==> src/rtl/neuron_pkg.sv <==
// Shared definitions for the neuron datapath: FSM state encoding and the
// width helpers that keep the sequencer and the selection mux in agreement.
package neuron_pkg;

    typedef enum logic [1:0] {
        IDLE   = 2'd0,
        ACCUM  = 2'd1,
        FINISH = 2'd2
    } state_e;

    // Ceiling log2 with a floor of 1, so a 2-entry mux still gets a 1-bit select.
    function automatic int clogb2(input int value);
        int res;
        res = 1;
        for (int i = 1; i < 31; i++) begin
            if ((32'd1 << i) < value) begin
                res = i + 1;
            end
        end
        return res;
    endfunction

    // Full product width plus growth for N terms plus one bit of headroom for the bias.
    function automatic int acc_width(input int n, input int dw);
        return (2 * dw) + clogb2(n) + 1;
    endfunction

endpackage

==> src/rtl/neuron_mac_sequencer_relu_saturate.sv <==
// ReLU followed by arithmetic right shift and saturation to the positive
// half of a DW-bit signed range. Purely combinational; shared by later layers.
module relu_saturate
    import neuron_pkg::*;
#(
    parameter int ACC_W = 18,
    parameter int DW    = 8,
    parameter int SHIFT = 0
) (
    input  logic [ACC_W-1:0] din,
    output logic [DW-1:0]    dout
);

    localparam logic [ACC_W-1:0] MAX_POS = ACC_W'((64'd1 << (DW - 1)) - 64'd1);

    logic [ACC_W-1:0] shifted_s;

    // Clamp negatives to zero, scale down, then cap at the largest positive code.
    always_comb begin
        shifted_s = $unsigned($signed(din) >>> SHIFT);
        if (din[ACC_W-1]) begin
            dout = {DW{1'b0}};
        end else if (shifted_s > MAX_POS) begin
            dout = MAX_POS[DW-1:0];
        end else begin
            dout = shifted_s[DW-1:0];
        end
    end

endmodule

==> src/rtl/neuron_mac_sequencer.sv <==
// Walks the selection mux through N input/weight pairs, accumulates the signed
// products, adds the bias and presents the raw sum plus its activation.
module neuron_mac_sequencer
    import neuron_pkg::*;
#(
    parameter int N     = 2,
    parameter int DW    = 8,
    parameter int SHIFT = 0,
    parameter int SEL_W = clogb2(N),
    parameter int ACC_W = acc_width(N, DW)
) (
    input  logic             clk,
    input  logic             rst_n,
    input  logic             start,
    input  logic [DW-1:0]    bias,
    output logic [SEL_W-1:0] sel,
    input  logic [DW-1:0]    in_data,
    input  logic [DW-1:0]    w_data,
    output logic             busy,
    output logic             done,
    output logic [ACC_W-1:0] result,
    output logic [DW-1:0]    act_out
);

    localparam logic [SEL_W-1:0] LAST_SEL = SEL_W'(N - 1);
    localparam logic [SEL_W-1:0] SEL_ONE  = SEL_W'(32'd1);

    state_e             state_r, state_s;
    logic [ACC_W-1:0]   acc_r, acc_s;
    logic [DW-1:0]      bias_r, bias_s;
    logic [SEL_W-1:0]   sel_r, sel_s;
    logic               busy_r, busy_s;
    logic               done_r, done_s;
    logic [ACC_W-1:0]   result_r, result_s;
    logic [DW-1:0]      act_r, act_s;

    logic signed [2*DW-1:0] prod_s;
    logic [ACC_W-1:0]       prod_ext_s;
    logic [ACC_W-1:0]       bias_ext_s;
    logic [ACC_W-1:0]       sum_s;
    logic [DW-1:0]          act_sat_s;

    assign prod_s     = $signed(in_data) * $signed(w_data);
    assign prod_ext_s = {{(ACC_W - 2*DW){prod_s[2*DW-1]}}, prod_s};
    assign bias_ext_s = {{(ACC_W - DW){bias_r[DW-1]}}, bias_r};
    assign sum_s      = acc_r + bias_ext_s;

    relu_saturate #(
        .ACC_W (ACC_W),
        .DW    (DW),
        .SHIFT (SHIFT)
    ) u_relu_saturate (
        .din  (sum_s),
        .dout (act_sat_s)
    );

    // FSM state register.
    always_ff @(posedge clk or negedge rst_n) begin
        if (!rst_n) begin
            state_r <= IDLE;
        end else begin
            state_r <= state_s;
        end
    end

    // Next-state logic; the last element index ends accumulation so sel never wraps.
    always_comb begin
        state_s = state_r;
        case (state_r)
            IDLE: begin
                if (start) begin
                    state_s = ACCUM;
                end else begin
                    state_s = IDLE;
                end
            end
            ACCUM: begin
                if (sel_r == LAST_SEL) begin
                    state_s = FINISH;
                end else begin
                    state_s = ACCUM;
                end
            end
            FINISH:  state_s = IDLE;
            default: state_s = IDLE;
        endcase
    end

    // Next values of the registered datapath and outputs for each state.
    always_comb begin
        acc_s    = acc_r;
        bias_s   = bias_r;
        sel_s    = sel_r;
        busy_s   = busy_r;
        done_s   = 1'b0;
        result_s = result_r;
        act_s    = act_r;
        case (state_r)
            IDLE: begin
                if (start) begin
                    bias_s = bias;
                    acc_s  = {ACC_W{1'b0}};
                    sel_s  = {SEL_W{1'b0}};
                    busy_s = 1'b1;
                end else begin
                    busy_s = 1'b0;
                end
            end
            ACCUM: begin
                acc_s = acc_r + prod_ext_s;
                if (sel_r == LAST_SEL) begin
                    sel_s = {SEL_W{1'b0}};
                end else begin
                    sel_s = sel_r + SEL_ONE;
                end
            end
            FINISH: begin
                result_s = sum_s;
                act_s    = act_sat_s;
                done_s   = 1'b1;
                busy_s   = 1'b0;
            end
            default: begin
                sel_s  = {SEL_W{1'b0}};
                busy_s = 1'b0;
            end
        endcase
    end

    // Datapath and output registers.
    always_ff @(posedge clk or negedge rst_n) begin
        if (!rst_n) begin
            acc_r    <= {ACC_W{1'b0}};
            bias_r   <= {DW{1'b0}};
            sel_r    <= {SEL_W{1'b0}};
            busy_r   <= 1'b0;
            done_r   <= 1'b0;
            result_r <= {ACC_W{1'b0}};
            act_r    <= {DW{1'b0}};
        end else begin
            acc_r    <= acc_s;
            bias_r   <= bias_s;
            sel_r    <= sel_s;
            busy_r   <= busy_s;
            done_r   <= done_s;
            result_r <= result_s;
            act_r    <= act_s;
        end
    end

    assign sel     = sel_r;
    assign busy    = busy_r;
    assign done    = done_r;
    assign result  = result_r;
    assign act_out = act_r;

endmodule

==> config.mk <==
export PLATFORM = sky130hd
export DESIGN_NAME = neuron_mac_sequencer
export DESIGN_NICKNAME = d
export VERILOG_FILES = /design/src/rtl/neuron_pkg.sv /design/src/rtl/neuron_mac_sequencer_relu_saturate.sv /design/src/rtl/neuron_mac_sequencer.sv
export SDC_FILE = /design/constraint.sdc
export NUM_CORES = 1
export LEC_CHECK = 0
export CORE_MARGIN = 5
export CORE_UTILIZATION = 25
export DETAILED_ROUTE_END_ITERATION = 10
export SLEW_MARGIN = 20
export SYNTH_ARGS = -nofsm -noshare
export SYNTH_HDL_FRONTEND = slang
export SYNTH_SLANG_ARGS = --single-unit
==> constraint.sdc <==
create_clock -name clk -period 3.5 [get_ports clk]
set_input_delay 0.35 -clock clk [delete_from_list [all_inputs] [get_ports clk]]
set_output_delay 0.35 -clock clk [all_outputs]
set_load 0.02 [all_outputs]
======== Word level (Yosys, flattened, before mapping) ========
Cells that the tools add are included.
storage, ports and cells
  bits of input ports ..................... 27
  output and inout bits ................... 29
  bits in registers ....................... 57
operators by class
  multiplexer cells ....................... 13
  reductions and logical operators ........ 5
  equality and inequality tests ........... 3
  bitwise gates (word level) .............. 1
  $add $sub $neg .......................... 3
  order comparisons ....................... 1
  $mul .................................... 1
operators by type and width
  cell                   count
  $add A18 B18 Y18       2
  $pmux W18 S2           1
  $gt A18 B7 Y1 const B  1
  $mux W18               1
  $mul A8 B8 Y16         1
  $mux W8                2
  $reduce_and A2 Y1      3
  $mux W1                5
  $pmux W2 S2            1
  $pmux W1 S3            1
  $eq A2 B1 Y1 const B   1
  $eq A2 B2 Y1 const B   1
  $logic_not A2 Y1       1
  $mux W2                1
  $ne A2 B2 Y1 const B   1
  $pmux W1 S2            1
  $reduce_bool A2 Y1     1
  $add A1 B1 Y1 const B  1
  $not A1 Y1             1

======== Depth between registers and ports, before layout ========
  depth after elaboration ................. 4
  mapped depth ............................ 26
  gate-level depth less buffers ........... 26

======== By module ========
From an unflattened synthesis, not the netlist that was laid out.
unflattened totals
  cell total of the unflattened synthesis .. 668
  area, all modules ....................... 6246.0 µm²
modules (own cells, without submodules)
  module                instances  area an instance (µm²)  cells an instance
  neuron_mac_sequencer  1          6124.6                  650
  relu_saturate         1          121.4                   18

======== Worst setup path before layout ========
OpenSTA, ideal clock, no wires.
  path kind ............................... in2reg
  start point ............................. in in_data[3]
  end point ............................... reg acc_r[17]
  setup slack ............................. -1993 ps
  arrival time ............................ 5414 ps
  data required time ...................... 3421 ps
  stages .................................. 25
  buffers on the path ..................... 0
  cell sequence ........................... and2_1 > fa_1 > inv_1 > fa_1 > inv_1 > fa_1 > inv_1 > fa_1 > inv_1 > ha_1 > a21oi_1 > o21bai_1 > a21oi_1 > o21bai_1 > a21oi_1 > or4b_1 > o2111ai_1 > ha_1 > and3_1 > nand3_1 > a211o_1 > nand3_1 > nor4bb_1 > o21ai_0 > a2bb2oi_1
between the ends
  word-level cells in the longest chain between the ends .. 3
RTL lines
  what                  RTL line                     RTL
  from (decl)           neuron_mac_sequencer.sv:17   input logic [DW-1:0] in_data,
  $mul A8 B8 Y16        neuron_mac_sequencer.sv:43   assign prod_s = $signed(in_data) * $signed(w_data);
  $add A18 B18 Y18      neuron_mac_sequencer.sv:110  acc_s = acc_r + prod_ext_s;
  $pmux W18 S2          neuron_mac_sequencer.sv:98   case (state_r)
  to (signal assigned)  neuron_mac_sequencer.sv:133  acc_r <= {ACC_W{1'b0}};
  to (signal assigned)  neuron_mac_sequencer.sv:141  acc_r <= acc_s;
  to (decl)             neuron_mac_sequencer.sv:29   logic [ACC_W-1:0] acc_r, acc_s;
No other way between the ends.
A chain may end at the register's enable or synchronous reset.

======== Final worst setup path ========
  start point ............................. in w_data[3]
  end point ............................... reg acc_r[17]
between the ends
  word-level cells in the longest chain between the ends .. 3
RTL lines
  what              RTL line                     RTL
  from (decl)       neuron_mac_sequencer.sv:18   input logic [DW-1:0] w_data,
  $mul A8 B8 Y16    neuron_mac_sequencer.sv:43
  $add A18 B18 Y18  neuron_mac_sequencer.sv:110
  $pmux W18 S2      neuron_mac_sequencer.sv:98
No other way between the ends.

==> flow_summary.ini <==
[status]
outcome = finished with violations
violations = setup timing

[critical_path]
crit_path_end_kind = register
r2r_slack_ns = 0.25
crit_type = input port to register
startpoint_type = input port
cp_max_fo = 4
crit_slowest_cell = fa_1
r2r_cells = 10
cp.arrival_ns = 5.57
crit_required_ns = 3.75
r2r_start = acc_r[0]
reg2reg_to = act_out[2]
cp_slowest_stage_delay_ns = 0.55
critPathMostFrequentCell = fa_1

[placed_design]
dp_hpwl_um = 12480
dp.cells = 1196
port_buffers = 55
dp_slack_ns = -2.621
place_area_mm2 = 0.008253
gp_congestion = 0.8358

[drt]
wl_um = 15350
drc = 0
dr.pass1.iters = 4
postRouteAntennaNets = 0
via_per_inst = 4.439
vias = 5465
drt-initial-drc-count = 301
wl_per_cell_um = 12.47

[die]
num_rows = 58
die_w_um = 169.5
dieArea_mm2 = 0.02872
die_h_um = 169.5
core_mm2 = 0.02511
initial_core_util_pct = 25.32
ioPinCount = 56

[clocking]
insertion_delay_ns = 0.33
cts_hold_buf = 0
cts-root-buf = clkbuf_16
clkTransAtPathRegs_ns = 0.05
cts_max_level = 3
clock_path_buffers = 2
clkSinkCount = 57
cts_tree = built
numCtsBuffers = 9

[sta]
post-route-min-period_ns = 5.320
setup_slack_ns = -1.820
skew_ns = 0.005645
worstMarginPinSlew_ns = 0.7783
setup_viol = 12
relSlewSlack_pct = 48.00
rsz0062_at_grt = true
holdWs_ns = 0.03080
period_share_pct = 152.0
final_max_slew_viol_count = 0
final-hold-violation-count = 0
max_freq_mhz = 188.0

[global_routing]
grt_pass1_wl_um = 25880
antenna_found_initial = 0
grt.met3_usage_pct = 1.561
met1_usage_pct = 14.71
overflow = 0
met2_usage_pct = 17.71
grt_pass1_vias = 5521
busiest_layer = met2
grt_usage_pct = 10.61
grt_max_degree = 38

[logic_synthesis]
ys_ff_latch = 57
synth_top_flop_cell = dfrtp_1
synth_nets = 863
syn_area_per_cell_um2 = 8.881
synth_edf_count = 0
netlist_area_mm2 = 0.006359
async_flop_share_pct = 100.0
yosysUniqueCellTypes = 60
synth_warnings = 0
ys_seq_area_share_pct = 22.43
syn_inst = 716

[layout]
area_growth_pct = 43.09
drive_gt1_share_pct = 29.74
finalNetCount = 1043
final_common_cell = buf_4
fin_cells = 1231
fin_area_mm2 = 0.009099
n_antenna_cell = 0
final_cell_mix = buf_4, inv_1, nand2_1, dfrtp_1, fa_1

[job]
drv_cap = 0

[min_path]
hold_class = input port to async pin
[what timing repair did]
action / 4_1_cts / 5_1_grt
setup buffers: 15 / 6
pin swaps: 60 / 44
setup endpoints to repair: 14 / 13
gates resized for setup: 123 / 51
[flip-flops by register name, summed over array words and instances (netlist names)]
register / flops
busy: 1
state_r: 2
done: 1
acc_r: 18
bias_r: 8
result: 18
sel: 1
act_out: 8
[metrics by stage]
stage,setup TNS (ns),utilization [%]
after CTS,-15.15,35.18
final,-14.95,36.24
after detailed placement,-25.59,32.87
after floorplan,-12.74,-
after global placement,-24.60,32.87
after global routing,-17.40,36.24
[synthesized netlist by cell type (12+ instances only)]
master    number  area share, %
clkbuf_1      12           0.71
xor2_1        12            1.7
a21o_1        15            1.8
nand3_1       16            1.3
a21oi_1       32            2.5
xnor2_1       23            3.2
ha_1          63             12
fa_1          57             18
inv_1        105            6.2
dfrtp_1       57             22
nor2_1        32            1.9
nand2_1       78            4.6
o21ai_0       26            2.0
and2_1        49            4.8
[per-layer routing]
| metal | wire length, um | up-vias |
|---|---|---|
| met5 | 0 | - |
| met4 | 175 | 0 |
| met3 | 445 | 16 |
| met2 | 7275 | 83 |
| met1 | 7451 | 2593 |
| li1 | - | 2773 |
[worst max path at each step]
stage                    start         to  slack, ns
floorplan            w_data[3]  acc_r[17]      -1.79
global placement    in_data[5]  acc_r[17]      -2.51
detailed placement  in_data[7]  acc_r[17]      -2.62
CTS                  w_data[3]  acc_r[17]      -1.82
global route         w_data[7]  acc_r[17]      -2.11
finish               w_data[3]  acc_r[17]      -1.82
[worst max-delay path, delay by kind of cell]
kind	cells	cell delay, ns
AO/OA/AOI/OAI	9	1.26
adder cells (fa/ha/maj)	6	2.46
buffers and inverters	5	0.30
AND/OR/NAND/NOR	6	1.19
[logic make-up (layout without fill, tap and decap cells)]
logic type	count (synthesis)	after routing	share of synthesized area (%)
AO/OA/AOI/OAI	149	149	15.64
flip-flops	57	57	22.43
AND/OR/NAND/NOR	229	229	18.38
XOR/XNOR	35	35	4.821
adder cells (fa/ha/maj)	120	120	30.34
buffers and inverters	118	303	6.966
multiplexers	8	8	1.417
[layout make-up]
cell class,count,area (um^2)
clock buffer,11,242.7
clock inverter,5,55.05
fill,2552,16010
inverter,105,394.1
multi-input combinational,541,5042
sequential,57,1426
tap,330,412.9
timing repair buffer,182,1525
Power is not shown: default switching activity piles up to over one toggle a cycle in this logic, so the estimate is an artifact.
==> variant 1 (same settings) <==
`DW` is set to 8 in 2 places; all go to 10.
--- a/src/rtl/neuron_mac_sequencer_relu_saturate.sv
+++ b/src/rtl/neuron_mac_sequencer_relu_saturate.sv
@@ -4,7 +4,7 @@
     import neuron_pkg::*;
 #(
     parameter int ACC_W = 18,
-    parameter int DW    = 8,
+    parameter int DW    = 10,
     parameter int SHIFT = 0
 ) (
     input  logic [ACC_W-1:0] din,
--- a/src/rtl/neuron_mac_sequencer.sv
+++ b/src/rtl/neuron_mac_sequencer.sv
@@ -4,7 +4,7 @@
     import neuron_pkg::*;
 #(
     parameter int N     = 2,
-    parameter int DW    = 8,
+    parameter int DW    = 10,
     parameter int SHIFT = 0,
     parameter int SEL_W = clogb2(N),
     parameter int ACC_W = acc_width(N, DW)
Ports: changed (5 resized); port bits go from 56 to 68. The function was not compared with the original's and may differ.
==> variant 1 against the unedited design <==
  * The flow still finishes with violations (negative setup slack)
  * Sequential cell count is 12 higher
  * Setup slack worse by 0.59 ns
  * Routed wire length is 37% higher
  * Cell area is 37% higher
  * Area after synthesis is 34% higher
  * Synthesized cell count is 33% higher
  * Final cell count is 33% higher
  * Critical path type unchanged
Power is left out: the tool's default activity adds up to more than one toggle a clock period on the data nets, which glitch-free logic cannot reach.
==> variant 1: results <==
detailed_routing:
  drtIter0Drc: 245
  post_drt_wl_per_cell_um: 12.81
  routed-via-count: 7223
  met3WireLength_um: 581
  first_pass_iters: 5
  wl_met1_um: 10460
global_route:
  gr-usage-met1: 0.1557
  grt_pass1_vias: 7317
  grt_pass1_wl_um: 35530
  grt_max_degree: 48
  grtUsageTotal: 0.1085
  met2_usage: 0.1796
  gr-usage-met3: 0.01264
run_status:
  status: "complete, but fails checks"
  violations: "negative setup slack"
layout:
  seqCellArea_sq_um: 1728
  clkCellAreaFrac: 0.02338
  n_fill_cell: 3338
  design.final.nets: 1408
  buffers: 250
  n_all_inverters: 153
  buf_share: 0.1780
synth:
  syn_nets: 1172
  synth_common_cells: "inv_1, nand2_1, fa_1, ha_1, dfrtp_1"
  yosys.area.top_type_share: 0.2182
  ys_seq_area_frac: 0.2024
  ys_types: 57
  synth_area_leaders: "fa_1, dfrtp_1, ha_1"
worst_setup_path:
  r2r_cells: 13
  critical_path_arrival_ns: 6.12
  critPathMaxStageDelay_ns: 0.58
placement:
  dp_hpwl_um: 16810
  port_buffers: 67
  gp_congestion: 0.8227
sta:
  setup_viol: 18
  setup_ws_ns: -2.411
  slew_headroom: 0.3845
cts:
  cts.sink_count: 69
  cts_setup_buffers: 25
==> variant 1: path summary, 6_finish.rpt <==
| check | startpoint | endpoint | slack, ns |
|---|---|---|---|
| min in group clk | result[10]$_DFFE_PN0P_ | result[10]$_DFFE_PN0P_ | 0.47 |
| min | rst_n | act_out[2]$_DFFE_PN0P_ | 0.03 |
| max | in_data[4] | acc_r[21]$_DFFE_PN0P_ | -2.41 |
| min reg2reg | result[10]$_DFFE_PN0P_ | result[10]$_DFFE_PN0P_ | 0.47 |
| max in group asynchronous | rst_n | state_r[1]$_DFF_PN0_ | 2.71 |
| max reg2reg | bias_r[0]$_DFFE_PN0P_ | act_out[8]$_DFFE_PN0P_ | 0.13 |
==> variant 1: cell families (layout without fill, tap and decap cells) <==
| family | after synthesis | in the layout | share of synthesized area |
|---|---|---|---|
| DFF | 69 | 69 | 0.2024 |
| and+or+nand+nor | 284 | 284 | 0.1621 |
| muxes | 10 | 10 | 0.01320 |
| adders and majority gates | 185 | 185 | 0.3532 |
| buffers and inverters | 178 | 419 | 0.07832 |
| xor gates and xnor gates | 56 | 56 | 0.05926 |
| AOI/OAI and AO/OA | 172 | 172 | 0.1316 |
==> variant 1: metrics by stage <==
| step | worst slack [ns] | area (sq um) | cells | hold WS (ns) | setup TNS, ns |
|---|---|---|---|---|---|
| finish | -2.411 | 12470 | 1643 | 0.03317 | -28.89 |
| floorplan | -2.561 | 9036 | 954 | 0.05441 | -27.04 |
| global placement | -3.235 | 11050 | 1586 | 0.4584 | -45.17 |
| global route | -2.612 | 12470 | 1643 | 0.08563 | -33.15 |
| detailed placement | -3.353 | 11050 | 1586 | 0.4645 | -46.17 |
| CTS | -2.368 | 11880 | 1627 | 0.2603 | -29.34 |
==> variant 2 (same settings) <==
Made on the original files. Put one more register stage on the output `act_out`, without a reset. The value now appears one clock later. The other outputs are not delayed to match.
--- a/src/rtl/neuron_mac_sequencer.sv
+++ b/src/rtl/neuron_mac_sequencer.sv
@@ -152,7 +152,9 @@
     assign busy    = busy_r;
     assign done    = done_r;
     assign result  = result_r;
-    assign act_out = act_r;
+    always_ff @(posedge clk) begin
+        act_out <= act_r;
+    end
 
 endmodule
 
Function: changed (Yosys sat finds a counterexample within 10 cycles, from zero or initial values and one cycle with rst_n low).
==> variant 2 against the unedited design <==
  * The flow still finishes with violations (negative setup slack)
  * Cell area decreased by 0.51%
  * Critical path depth decreased by 1
  * Area after synthesis up 0.43%
  * Critical path type unchanged
  * Synthesized cell count fell by 3.2%
  * Routed wire length fell by 6.6%
  * Sequential cell count rose by 8
  * Setup slack better by 0.0085 ns
Power is left out: the tool's default activity adds up to more than one toggle a clock period on the data nets, which glitch-free logic cannot reach.
==> variant 2: results <==
run_status:
  status: "complete, but fails checks"
  violations: "negative setup slack"
layout:
  multi_input_area_share: 0.5375
  n_all_inverters: 100
  drive_gt1_frac: 0.2916
  n_fill_cell: 2516
  buffers: 172
  buf_share: 0.1617
  design.final.nets: 1013
  nMultiInputCombCells: 518
  clkCellAreaFrac: 0.03815
  sh_seq_area: 0.1753
worst_setup_path:
  critical_path_arrival_ns: 5.56
  rrSetupSlack_ns: 0.44
detailed_routing:
  wl_met2_um: 6635
  routed-via-count: 5129
  wl_met1_um: 7085
  met3WireLength_um: 447
  drtIter0Drc: 215
  post_drt_wl_per_cell_um: 11.93
placement:
  pre_cts_slack_ns: -2.777
  dp_hpwl_um: 11810
  gp_congestion: 0.8159
sta:
  tns_ns: -14.62
  setup_ws_ns: -1.812
  setup_viol: 13
  slew_headroom: 0.5455
  whs_ns: 0.3588
  skew_ns: 0.005073
global_route:
  grtUsageTotal: 0.1038
  grt_pass1_vias: 5309
  grt_max_degree: 36
  grt_pass1_wl_um: 25290
cts:
  cts.sink_count: 65
  cts_buffers: 9
synth:
  syn_nets: 840
  synth_xor_area_frac: 0.05878
  synth_compound_gate_area_share: 0.1560
  synthAdderAreaFrac: 0.3021
  synth_common_cells: "inv_1, nand2_1, ha_1, dfrtp_1, fa_1"
  synth_mux_area_frac: 0.01411
  ys_types: 53
  ys_seq_area_frac: 0.2484
  synth_area_leaders: "dfrtp_1, fa_1, ha_1"
  ys_warn_count: 0
hold_path:
  hold_class: "reg -> reg"
-- variant 2: final timing paths --
check / start / end / depth (start not counted)
max: w_data[2] / acc_r[17]$_DFFE_PN0P_ / 25
min: act_r[7]$_DFFE_PN0P_ / act_out[7]$_DFF_P_ / 0
max reg2reg: acc_r[0]$_DFFE_PN0P_ / act_r[6]$_DFFE_PN0P_ / 11
min reg2reg: act_r[7]$_DFFE_PN0P_ / act_out[7]$_DFF_P_ / 0
max in group asynchronous: rst_n / acc_r[16]$_DFFE_PN0P_ / 3
min in group asynchronous: rst_n / act_r[0]$_DFFE_PN0P_ / 2
-- variant 2: through the flow --
stage / instances / cell area, sq um
after floorplan: 693 / 6561
after detailed placement: 1169 / 8239
after global placement: 1169 / 8239
after CTS: 1198 / 8909
final: 1201 / 9052
after global routing: 1201 / 9052
-- variant 2: timing repair --
action                                  CTS  global route
setup buffers                            19             6
hold buffers                              1             0
hold endpoints to repair                 17             0
endpoints found under the setup margin   14            13
pin swaps                                66            27
gates resized for setup                 144            27
-- variant 2: critical path: stages --
cell and delay [ns]:
buf_8 0.10, and2_4 0.15, fa_1 0.54, inv_2 0.04
fa_1 0.56, inv_2 0.05, fa_1 0.51, inv_2 0.05
fa_2 0.56, inv_2 0.04, ha_4 0.27, a21oi_2 0.05
o21bai_1 0.16, a21oi_2 0.09, o21ai_2 0.17, xor2_1 0.17
ha_1 0.26, or3_4 0.36, a31oi_4 0.18, nor2b_4 0.06
nand2b_4 0.14, o221ai_4 0.07, a21oi_2 0.04, or4b_1 0.48
o211ai_1 0.09
-- variant 2: per-layer routing --
layer	track usage	vias up
met1	0.1437	2382
met3	0.01231	13
met4	0.02555	0
met5	0	-
li1	-	2665
met2	0.1735	69
